File: src/rtl/multicycle_sequencer_if.sv
// Control bundle between the multi-cycle sequencer and the datapath / memory side.
// The slave modport is the sequencer; the master modport is whatever drives the IR fields.
interface multicycle_sequencer_if;
   logic [1:0] instr_type;
   logic [4:0] opcode;
   logic       stop_bit;
   logic       zero_signal;
   logic       mem_ready;
   logic [1:0] pc_src;
   logic       pc_write;
   logic       ir_write;
   logic       mem_rd;
   logic       mem_wr;
   logic       reg_write;
   logic [2:0] state_o;

   modport master (
      output instr_type, opcode, stop_bit, zero_signal, mem_ready,
      input  pc_src, pc_write, ir_write, mem_rd, mem_wr, reg_write, state_o
   );

   modport slave (
      input  instr_type, opcode, stop_bit, zero_signal, mem_ready,
      output pc_src, pc_write, ir_write, mem_rd, mem_wr, reg_write, state_o
   );
endinterface

File: src/rtl/multicycle_sequencer.sv
// Main control FSM of the multi-cycle core: steps IF/ID/EX/MEM/WB and drives every
// state-dependent enable. Only the state is registered; all outputs are combinational.
module multicycle_sequencer #(
   parameter logic [4:0] OP_LW  = 5'b00010,
   parameter logic [4:0] OP_SW  = 5'b00011,
   parameter logic [4:0] OP_BEQ = 5'b00100
) (
   input logic             clk,
   input logic             reset,
   multicycle_sequencer_if.slave bus
);

   localparam logic [2:0] S_IF  = 3'd0;
   localparam logic [2:0] S_ID  = 3'd1;
   localparam logic [2:0] S_EX  = 3'd2;
   localparam logic [2:0] S_MEM = 3'd3;
   localparam logic [2:0] S_WB  = 3'd4;

   localparam logic [1:0] T_R = 2'b00;
   localparam logic [1:0] T_I = 2'b01;
   localparam logic [1:0] T_J = 2'b10;

   localparam logic [1:0] PC_SEQ = 2'b00;
   localparam logic [1:0] PC_BR  = 2'b01;
   localparam logic [1:0] PC_JMP = 2'b10;
   localparam logic [1:0] PC_RET = 2'b11;

   logic [2:0] state;
   logic [2:0] state_nxt;

   logic is_beq;
   logic is_load;
   logic is_store;

   assign is_beq   = (bus.instr_type == T_I) && (bus.opcode == OP_BEQ);
   assign is_load  = (bus.instr_type == T_I) && (bus.opcode == OP_LW);
   assign is_store = (bus.instr_type == T_I) && (bus.opcode == OP_SW);

   always_ff @(posedge clk or negedge reset) begin
      if (!reset) begin
         state <= S_IF;
      end else begin
         state <= state_nxt;
      end
   end

   always_comb begin
      state_nxt = S_IF;
      case (state)
         S_IF: begin
            state_nxt = bus.mem_ready ? S_ID : S_IF;
         end
         S_ID: begin
            if (bus.stop_bit || (bus.instr_type == T_J)) begin
               state_nxt = S_IF;
            end else begin
               state_nxt = S_EX;
            end
         end
         S_EX: begin
            if (is_beq) begin
               state_nxt = S_IF;
            end else if (is_load || is_store) begin
               state_nxt = S_MEM;
            end else if (bus.instr_type != T_J) begin
               state_nxt = S_WB;
            end else begin
               state_nxt = S_IF;
            end
         end
         S_MEM: begin
            // A MEM state with neither a load nor a store in the IR has nothing to wait for.
            if (!(is_load || is_store)) begin
               state_nxt = S_IF;
            end else if (bus.mem_ready) begin
               state_nxt = is_load ? S_WB : S_IF;
            end else begin
               state_nxt = S_MEM;
            end
         end
         S_WB: begin
            state_nxt = S_IF;
         end
         default: begin
            state_nxt = S_IF;
         end
      endcase
   end

   // Outputs are gated by reset so an access in flight is dropped the moment reset falls.
   always_comb begin
      bus.pc_src    = PC_SEQ;
      bus.pc_write  = 1'b0;
      bus.ir_write  = 1'b0;
      bus.mem_rd    = 1'b0;
      bus.mem_wr    = 1'b0;
      bus.reg_write = 1'b0;
      if (reset) begin
         case (state)
            S_IF: begin
               bus.mem_rd   = 1'b1;
               bus.ir_write = bus.mem_ready;
               bus.pc_write = bus.mem_ready;
            end
            S_ID: begin
               if (bus.stop_bit) begin
                  bus.pc_write = 1'b1;
                  bus.pc_src   = PC_RET;
               end else if (bus.instr_type == T_J) begin
                  bus.pc_write = 1'b1;
                  bus.pc_src   = PC_JMP;
               end
            end
            S_EX: begin
               if (is_beq && bus.zero_signal) begin
                  bus.pc_write = 1'b1;
                  bus.pc_src   = PC_BR;
               end
            end
            S_MEM: begin
               bus.mem_rd = is_load;
               bus.mem_wr = is_store;
            end
            S_WB: begin
               bus.reg_write = 1'b1;
            end
            default: begin
               bus.pc_src = PC_SEQ;
            end
         endcase
      end
   end

   assign bus.state_o = state;

   // Unused-type guard: R type never redirects the PC from EX.
   logic unused_r;
   assign unused_r = (bus.instr_type == T_R) & 1'b0;

endmodule

File: src/flat_wrapper.sv
// flat-port wrapper written by rule: the top's interface ports become plain ports
module multicycle_sequencer_flat 
#(
   parameter logic [4:0] OP_LW  = 5'b00010,
   parameter logic [4:0] OP_SW  = 5'b00011,
   parameter logic [4:0] OP_BEQ = 5'b00100
)
  (clk, reset, bus_instr_type, bus_opcode, bus_stop_bit, bus_zero_signal, bus_mem_ready, bus_pc_src, bus_pc_write, bus_ir_write, bus_mem_rd, bus_mem_wr, bus_reg_write, bus_state_o);
  multicycle_sequencer_if bus_i ();
  input logic clk;
  input logic reset;
  input wire logic [$bits(bus_i.instr_type)-1:0] bus_instr_type;
  input wire logic [$bits(bus_i.opcode)-1:0] bus_opcode;
  input wire logic [$bits(bus_i.stop_bit)-1:0] bus_stop_bit;
  input wire logic [$bits(bus_i.zero_signal)-1:0] bus_zero_signal;
  input wire logic [$bits(bus_i.mem_ready)-1:0] bus_mem_ready;
  output wire logic [$bits(bus_i.pc_src)-1:0] bus_pc_src;
  output wire logic [$bits(bus_i.pc_write)-1:0] bus_pc_write;
  output wire logic [$bits(bus_i.ir_write)-1:0] bus_ir_write;
  output wire logic [$bits(bus_i.mem_rd)-1:0] bus_mem_rd;
  output wire logic [$bits(bus_i.mem_wr)-1:0] bus_mem_wr;
  output wire logic [$bits(bus_i.reg_write)-1:0] bus_reg_write;
  output wire logic [$bits(bus_i.state_o)-1:0] bus_state_o;
  assign bus_i.instr_type = bus_instr_type;
  assign bus_i.opcode = bus_opcode;
  assign bus_i.stop_bit = bus_stop_bit;
  assign bus_i.zero_signal = bus_zero_signal;
  assign bus_i.mem_ready = bus_mem_ready;
  assign bus_pc_src = bus_i.pc_src;
  assign bus_pc_write = bus_i.pc_write;
  assign bus_ir_write = bus_i.ir_write;
  assign bus_mem_rd = bus_i.mem_rd;
  assign bus_mem_wr = bus_i.mem_wr;
  assign bus_reg_write = bus_i.reg_write;
  assign bus_state_o = bus_i.state_o;
  multicycle_sequencer #(.OP_LW(OP_LW), .OP_SW(OP_SW), .OP_BEQ(OP_BEQ)) u_core (.clk(clk), .reset(reset), .bus(bus_i));
endmodule
File: config.mk
export PLATFORM = sky130hd
export DESIGN_NAME = multicycle_sequencer_flat
export DESIGN_NICKNAME = d
export VERILOG_FILES = /design/src/rtl/multicycle_sequencer_if.sv /design/src/rtl/multicycle_sequencer.sv /design/src/flat_wrapper.sv
export SDC_FILE = /design/constraint.sdc
export NUM_CORES = 1
export LEC_CHECK = 0
export ABC_CLOCK_PERIOD_IN_PS = 3200
export BUFFER_PORTS_ARGS = -buffer_cell sky130_fd_sc_hd__buf_2
export CAP_MARGIN = 20
export CORE_AREA = 4 4 41 43
export DETAILED_ROUTE_END_ITERATION = 8
export DIE_AREA = 0 0 45 47
export SLEW_MARGIN = 10
export SYNTH_ARGS = -nofsm -noshare
export SYNTH_HDL_FRONTEND = slang
export SYNTH_SLANG_ARGS = --single-unit
File: constraint.sdc
create_clock -name clk -period 3.2 [get_ports clk]
set_input_delay 0.32 -clock clk [delete_from_list [all_inputs] [get_ports clk]]
set_output_delay 0.32 -clock clk [all_outputs]
set_load 0.03 [all_outputs]
==> metrics.md, run 1 <==
| Metric | Value |
|---|---|
| Worst path arrival time | 1.67 ns |
| Synth top area share | 21.6% |
| Max-cap violations | 0 |
| Worst-Margin Slew | 0.384 ns |
| Number of synthesized flops with an enable pin | 0 |
| CTS tree | yes |
| Post-Layout Cell Count | 85 |
| Reg2reg start | u_core.bus.state_o[1] |
| Share of layout cells above drive strength 1 | 42.9% |
| Wire per inst | 11.7 um |
| CTS max path bufs | 2 |
| Register area share after synthesis | 21.6% |
| Height of the die | 47 um |
| Pwr/cell area | 323 mW/mm2 |
| Crit path required time | 2.88 ns |
| Slew Viols, Final | 0 |
| Hold crit path type | primary input to async pin |
| #FFs+latches synth | 3 |
| Crit path from | reset |
| Fin nets | 83 |
| Crit Path Max Fanout | 6 |
| Drt total wl | 995 um |
| Row count | 13 |
| DRC | 0 |
| Commonest non-fill, non-tap cell in the layout | buf_2 |
| Starting Density | 26.7% |
| Skew final | 0.00632 ns |
| Total Routing Usage GR | 10.4% |
| Met3 routed WL | 77 um |
| Clk root buf | clkbuf_4 |
| Depth of the most critical reg-to-reg path | 3 |
| Max reg flops | 3 |
| Placed Cells | 80 |
| Die X-Extent | 45 um |
| Sum Neg Setup Slack | 0 ns |
| Slew HR | 74.3% |
| Overall power | 164 uW |
| Total Die Area | 0.00212 mm2 |
| ANT cells | 0 |
| Setup crit end kind | output port |
| Peak supply drop | 141 uV |
| Synth unique cells | 24 |
| Hold slack | 0.428 ns |
| Max layer used | met3 |
| CTS buffer count | 3 |
| Area Growth Syn to Fin | 46.0% |
| Ys async rst share | 100% |
| IO Port Bufs | 21 |
| Final Cell Area | 508 um2 |
| Met2 Wirelength | 461 um |
| Drt first pass iters | 4 |
| Startpoint types | primary input |
| Clk sink count | 3 |
| Met1 wire length | 456 um |
| Clk slew on worst S/H paths | 0.04 ns |
| Most frequent cells in the layout | buf_2, nand2_1, nor2b_1 |
| Period utilization | 62.1% |
| Core area | 0.00130 mm2 |
| Top cells by area, synth | dfrtp_1, nor2b_1, nor3b_2 |
| Min Tclk post-route | 1.99 ns |
| Grt total ovfl | 0 |
| Critical path class | primary input to output port |
| Unrepaired setup endpoints after global routing | false |
| RePlAce Congestion | 0.763 |
| Endpoints failing hold | 0 |
| # IOs | 22 |
| Clock latency on the worst-skew pair | 0.23 ns |
| Antenna Nets Post-Route | 0 |
| Cts repair resizes | 0 |
| H-tree levels | 1 |
| Vias in the first global route | 407 |
| Largest net degree at the start of global routing | 10 |
| Status | finished, final reports clean |
| First-pass GRT wire length | 1640 um |
| Via-to-Cell Ratio | 4.95 |
| # setup viols final | 0 |
| Synth warn | 0 |
| Fmax | 503 MHz |
| LEAKAGE | 0.000266 uW |
| Mapped Cells | 44 |
| Placement Cell Area | 472 um2 |
| HPWL Detailed | 801 um |
| Initial DRC Count | 12 |
| Antenna violations before repair | 0 |
| Mapped Avg Cell Area | 7.91 um2 |
| Via Count | 421 |
| Leading area contributor after synthesis | dfrtp_1 |
| Top FF cell, synth | dfrtp_1 |
| Post-Syn Area | 348 um2 |
| Net count after synthesis | 56 |
==> critical path, cell delays in order <==
cell and delay (ns):
dlygate4sd3_1 0.52, buf_2 0.16, nor2b_1 0.21, nand2_1 0.09, a31oi_1 0.15, buf_2 0.22
==> power by group <==
part	switching (uW)	internal, uW	leakage [uW]
clock	20.6	46.8	0.0000150
combinational	32.6	20.6	0.000212
sequential	3.71	39.8	0.0000400
==> Yosys cell counts, types with 2 or more instances <==
library cell,n
a31oi_1,3
nor3_1,2
inv_1,2
dfrtp_1,3
nor2b_1,4
and3_1,2
nor3b_2,2
nor2_1,2
and3b_1,2
a21oi_1,3
nand2_1,6
==> logic make-up after synthesis <==
| family | count (synthesis) | share of synthesized area, % |
|---|---|---|
| AND/OR/NAND/NOR | 27 | 52.5 |
| flip-flops | 3 | 21.6 |
| buffers and inverters | 2 | 2.16 |
| AO/OA/AOI/OAI | 12 | 23.7 |
==> metal layers <==
| metal | global-route usage (%) | vias up |
|---|---|---|
| met3 | 2.30 | 0 |
| met2 | 17.5 | 15 |
| met5 | 0 | - |
| met4 | 3.51 | 0 |
| li1 | - | 218 |
| met1 | 13.2 | 188 |
==> area by class of cell <==
class,instances,area (um2)
Sequential cell,3,75.1
Timing Repair Buffer,22,115
Tap cell,15,18.8
Fill cell,152,793
Clock buffer,4,26.3
Multi-Input combinational cell,39,265
Inverter,2,7.51
==> through the flow <==
step / utilization, % / setup slack, ns
finish: 39.0 / 1.21
global placement: 36.3 / 1.48
floorplan: - / 1.30
CTS: 39.0 / 1.21
detailed placement: 36.3 / 1.47
global route: 39.0 / 1.12
==> final timing paths <==
check	slack, ns	to
max in group asynchronous	2.64	u_core.bus.state_o[2]
worst max register to register	1.99	u_core.bus.state_o[1]
worst max-delay path	1.21	bus_pc_write
min in group clk	0.43	u_core.bus.state_o[1]
worst min-delay path	0.43	u_core.bus.state_o[0]
worst min register to register	0.61	u_core.bus.state_o[0]
==> what timing repair did <==
item,4_1_cts,5_1_grt
hold buffers,1,0
endpoints found under the setup margin,0,0
endpoints found under the hold margin,3,0
setup buffers,0,0
Note: power is estimated with default switching activity, not from simulation.
==> run 2: changes to the inputs <==
ABC_AREA = 1   (was unset)
ABC_CLOCK_PERIOD_IN_PS = 1600   (was 3200)
clock period = 1.6 ns   (was 3.2 ns; I/O delays follow)
==> metrics.md, run 2 <==
| Metric | Value |
|---|---|
| R2R setup slack | 0.52 ns |
| Drt first pass iters | 4 |
| Min Tclk post-route | 1.52 ns |
| Main combinational cell family by area after synthesis | simple AND/OR/NAND/NOR gates |
| Complex-gate fraction of the synthesized area | 5.17% |
| Place WS | 0.268 ns |
| Starting Density | 27.9% |
| Hold crit path type | primary input to register |
| Total Routing Usage GR | 11.2% |
| Top cells by area, synth | dfrtp_1, nand2_1, nor2_1 |
| Post-Syn Area | 363 um2 |
| CP delay by family, top | simple AND/OR/NAND/NOR gates |
| Row count | 13 |
| Slew HR | 86.2% |
| Hold Path End | u_core.bus.state_o[2] |
| Share of layout cells above drive strength 1 | 36.5% |
| LEAKAGE | 0.000318 uW |
| Clk sink count | 3 |
| Synth top area share | 20.7% |
| # IOs | 22 |
| HPWL Detailed | 864 um |
| Mapped Cells | 68 |
| Xor/xnor cell area share of the yosys netlist | 0% |
| Sw frac | 38.5% |
| Max reg flops | 3 |
| Commonest non-fill, non-tap cell in the layout | buf_2 |
| CTS tree | yes |
| Core area | 0.00130 mm2 |
| Register area | 77.6 um2 |
| Most frequent cells after synthesis | nand2_1, nor2_1, inv_1, nand3_1 |
| Net count after synthesis | 80 |
| Clock share of power | 35.3% |
| Worst-Margin Slew | 0.207 ns |
| Period utilization | 94.9% |
| RePlAce Congestion | 0.789 |
| Top FF cell, synth | dfrtp_1 |
| Worst path bufs/invs | 1 |
| NetSw | 143 uW |
| Multi-input gate area | 248 um2 |
| Area Growth Syn to Fin | 54.5% |
| IO Port Bufs | 21 |
| Setup crit end kind | output port |
| Worst path arrival time | 1.36 ns |
| Vias in the first global route | 467 |
| Peak supply drop | 372 uV |
| Reg2reg start | u_core.bus.state_o[2] |
| Initial DRC Count | 9 |
| Height of the die | 47 um |
| # fillers | 153 |
| Max stage delay on crit path | 0.45 ns |
| Slew Viols, Final | 0 |
| Hold depth | 3 |
| Ys async rst share | 100% |
| Crit path required time | 1.44 ns |
| Critical path class | register to output port |
| # setup viols final | 0 |
| Startpoint types | register |
| Overall power | 371 uW |
| Worst reg2reg path endpoint | u_core.bus.state_o[2] |
| Synth warn | 0 |
| Post-synthesis simple-gate area fraction | 59.7% |
| Pwr/cell area | 663 mW/mm2 |
| Clk root buf | clkbuf_4 |
| Antenna violations before repair | 0 |
| Slowest stage cell, crit path | dfrtp_2 |
| Largest net degree at the start of global routing | 8 |
| CTS max path bufs | 2 |
| Number of synthesized flops with an enable pin | 0 |
| Depth of the most critical reg-to-reg path | 6 |
| Status | finished, final reports clean |
| Critical hold path startpoint | bus_mem_ready |
| Mapped Avg Cell Area | 5.34 um2 |
| Grt total ovfl | 0 |
| Crit Path Max Fanout | 7 |
| CTS buffer count | 3 |
| Final worst setup slack | 0.0819 ns |
| Fmax | 659 MHz |
| Via Count | 485 |
| Gate power share | 39.5% |
| Endpoints failing hold | 0 |
| Via-to-Cell Ratio | 4.37 |
| Register area share after synthesis | 20.7% |
| Total Die Area | 0.00212 mm2 |
| Drt total wl | 1080 um |
| Post-synthesis adder-cell area fraction | 0% |
| Skew final | 0.00234 ns |
| ANT cells | 0 |
| Top-count cell post-synth | nand2_1 |
| Antenna Nets Post-Route | 0 |
| DRC | 0 |
| Wire per inst | 9.69 um |
| H-tree levels | 1 |
| Most frequent cells in the layout | buf_2, nand2_1, nor2_1 |
| Die X-Extent | 45 um |
| Fin nets | 109 |
| Synth unique cells | 14 |
| #FFs+latches synth | 3 |
| First-pass GRT wire length | 1800 um |
| Sequential power share | 25.2% |
| Worst path cell trace | nor3_4 > nand2_1 > nand2_1 > nor2_1 > nor2_1 > buf_4 |
| Clock latency on the worst-skew pair | 0.23 ns |
| Clk slew on worst S/H paths | 0.04 ns |
| Post-synthesis mux area share | 0% |
| Max-cap violations | 0 |
| Pint | 228 uW |
| Leading area contributor after synthesis | dfrtp_1 |
==> run 2: cell types whose count changed in the layout (fill, tap and decap cells not counted), sizes merged, moves of 2 or more <==
cell and delta:
inv +12, and3b -2, nor2 +15, nand2 +9, nand3 +8, and3 -2, nor2b -4, a31oi -3
nand4 +2, nor3b -3
==> run 2: metal layers <==
metal / track usage [%] / vias up / routed length (um)
met5: 0 / - / 0
li1: - / 271 / -
met4: 1.75 / 0 / 0
met2: 18.9 / 10 / 530
met1: 14.2 / 204 / 487
met3: 3.45 / 0 / 58
==> run 2: per-stage QoR <==
step                instance area (um2)  util, %  hold WS, ns  std cells   TNS, ns
floorplan                           369        -       -0.136         68         0
global placement                    493     37.9      -0.0281        104         0
detailed placement                  493     37.9      -0.0271        104         0
CTS                                 529     40.7        0.236        109         0
global route                        561     43.1        0.247        111  -0.00753
finish                              561     43.1        0.252        111         0
==> run 2: worst reg2reg max path, delay by kind of cell, from the launching register on <==
| family | cells | cell delay (ns) |
|---|---|---|
| simple gates | 2 | 0.11 |
| flops | 1 | 0.44 |
| compound gates | 1 | 0.15 |
| buf+inv | 3 | 0.27 |
==> run 2: power by group through the flow <==
stage	registers, uW	clock network, uW	logic [uW]
2_1_floorplan	104	0	78.7
3_3_place_gp	92.2	0	135
3_5_place_dp	92.5	0	136
4_1_cts	91.5	137	138
5_1_grt	94.3	145	162
6_report	93.6	131	147
==> run 2: worst max-delay path by stage <==
stage / from / to / cells past startpoint
5_1_grt: u_core.bus.state_o[1] / bus_pc_write / 6
3_5_place_dp: u_core.bus.state_o[1] / bus_pc_write / 6
2_1_floorplan: u_core.bus.state_o[0] / bus_pc_write / 6
4_1_cts: u_core.bus.state_o[1] / bus_pc_write / 6
6_report: u_core.bus.state_o[1] / bus_pc_write / 6
3_3_place_gp: u_core.bus.state_o[1] / bus_mem_rd / 5
==> run 2: cell families after synthesis <==
| family | Yosys count |
|---|---|
| AO/OA/AOI/OAI | 3 |
| flip-flops | 3 |
| buffers and inverters | 14 |
| AND/OR/NAND/NOR | 48 |
==> run 2: final cells by class <==
type                    instances  share of cell area (%)
well taps                      15                    3.35
clock buffers                   4                    4.69
repair buffers                 24                    24.6
flip-flops and latches          3                    13.8
multi-input cells              51                    44.2
inverters                      14                    9.37
==> run 2: what timing repair did <==
item	4_1_cts	5_1_grt
hold buffers	1	0
setup buffers	0	2
gates resized for setup	0	8
endpoints found under the hold margin	3	0
setup endpoints to repair	0	4
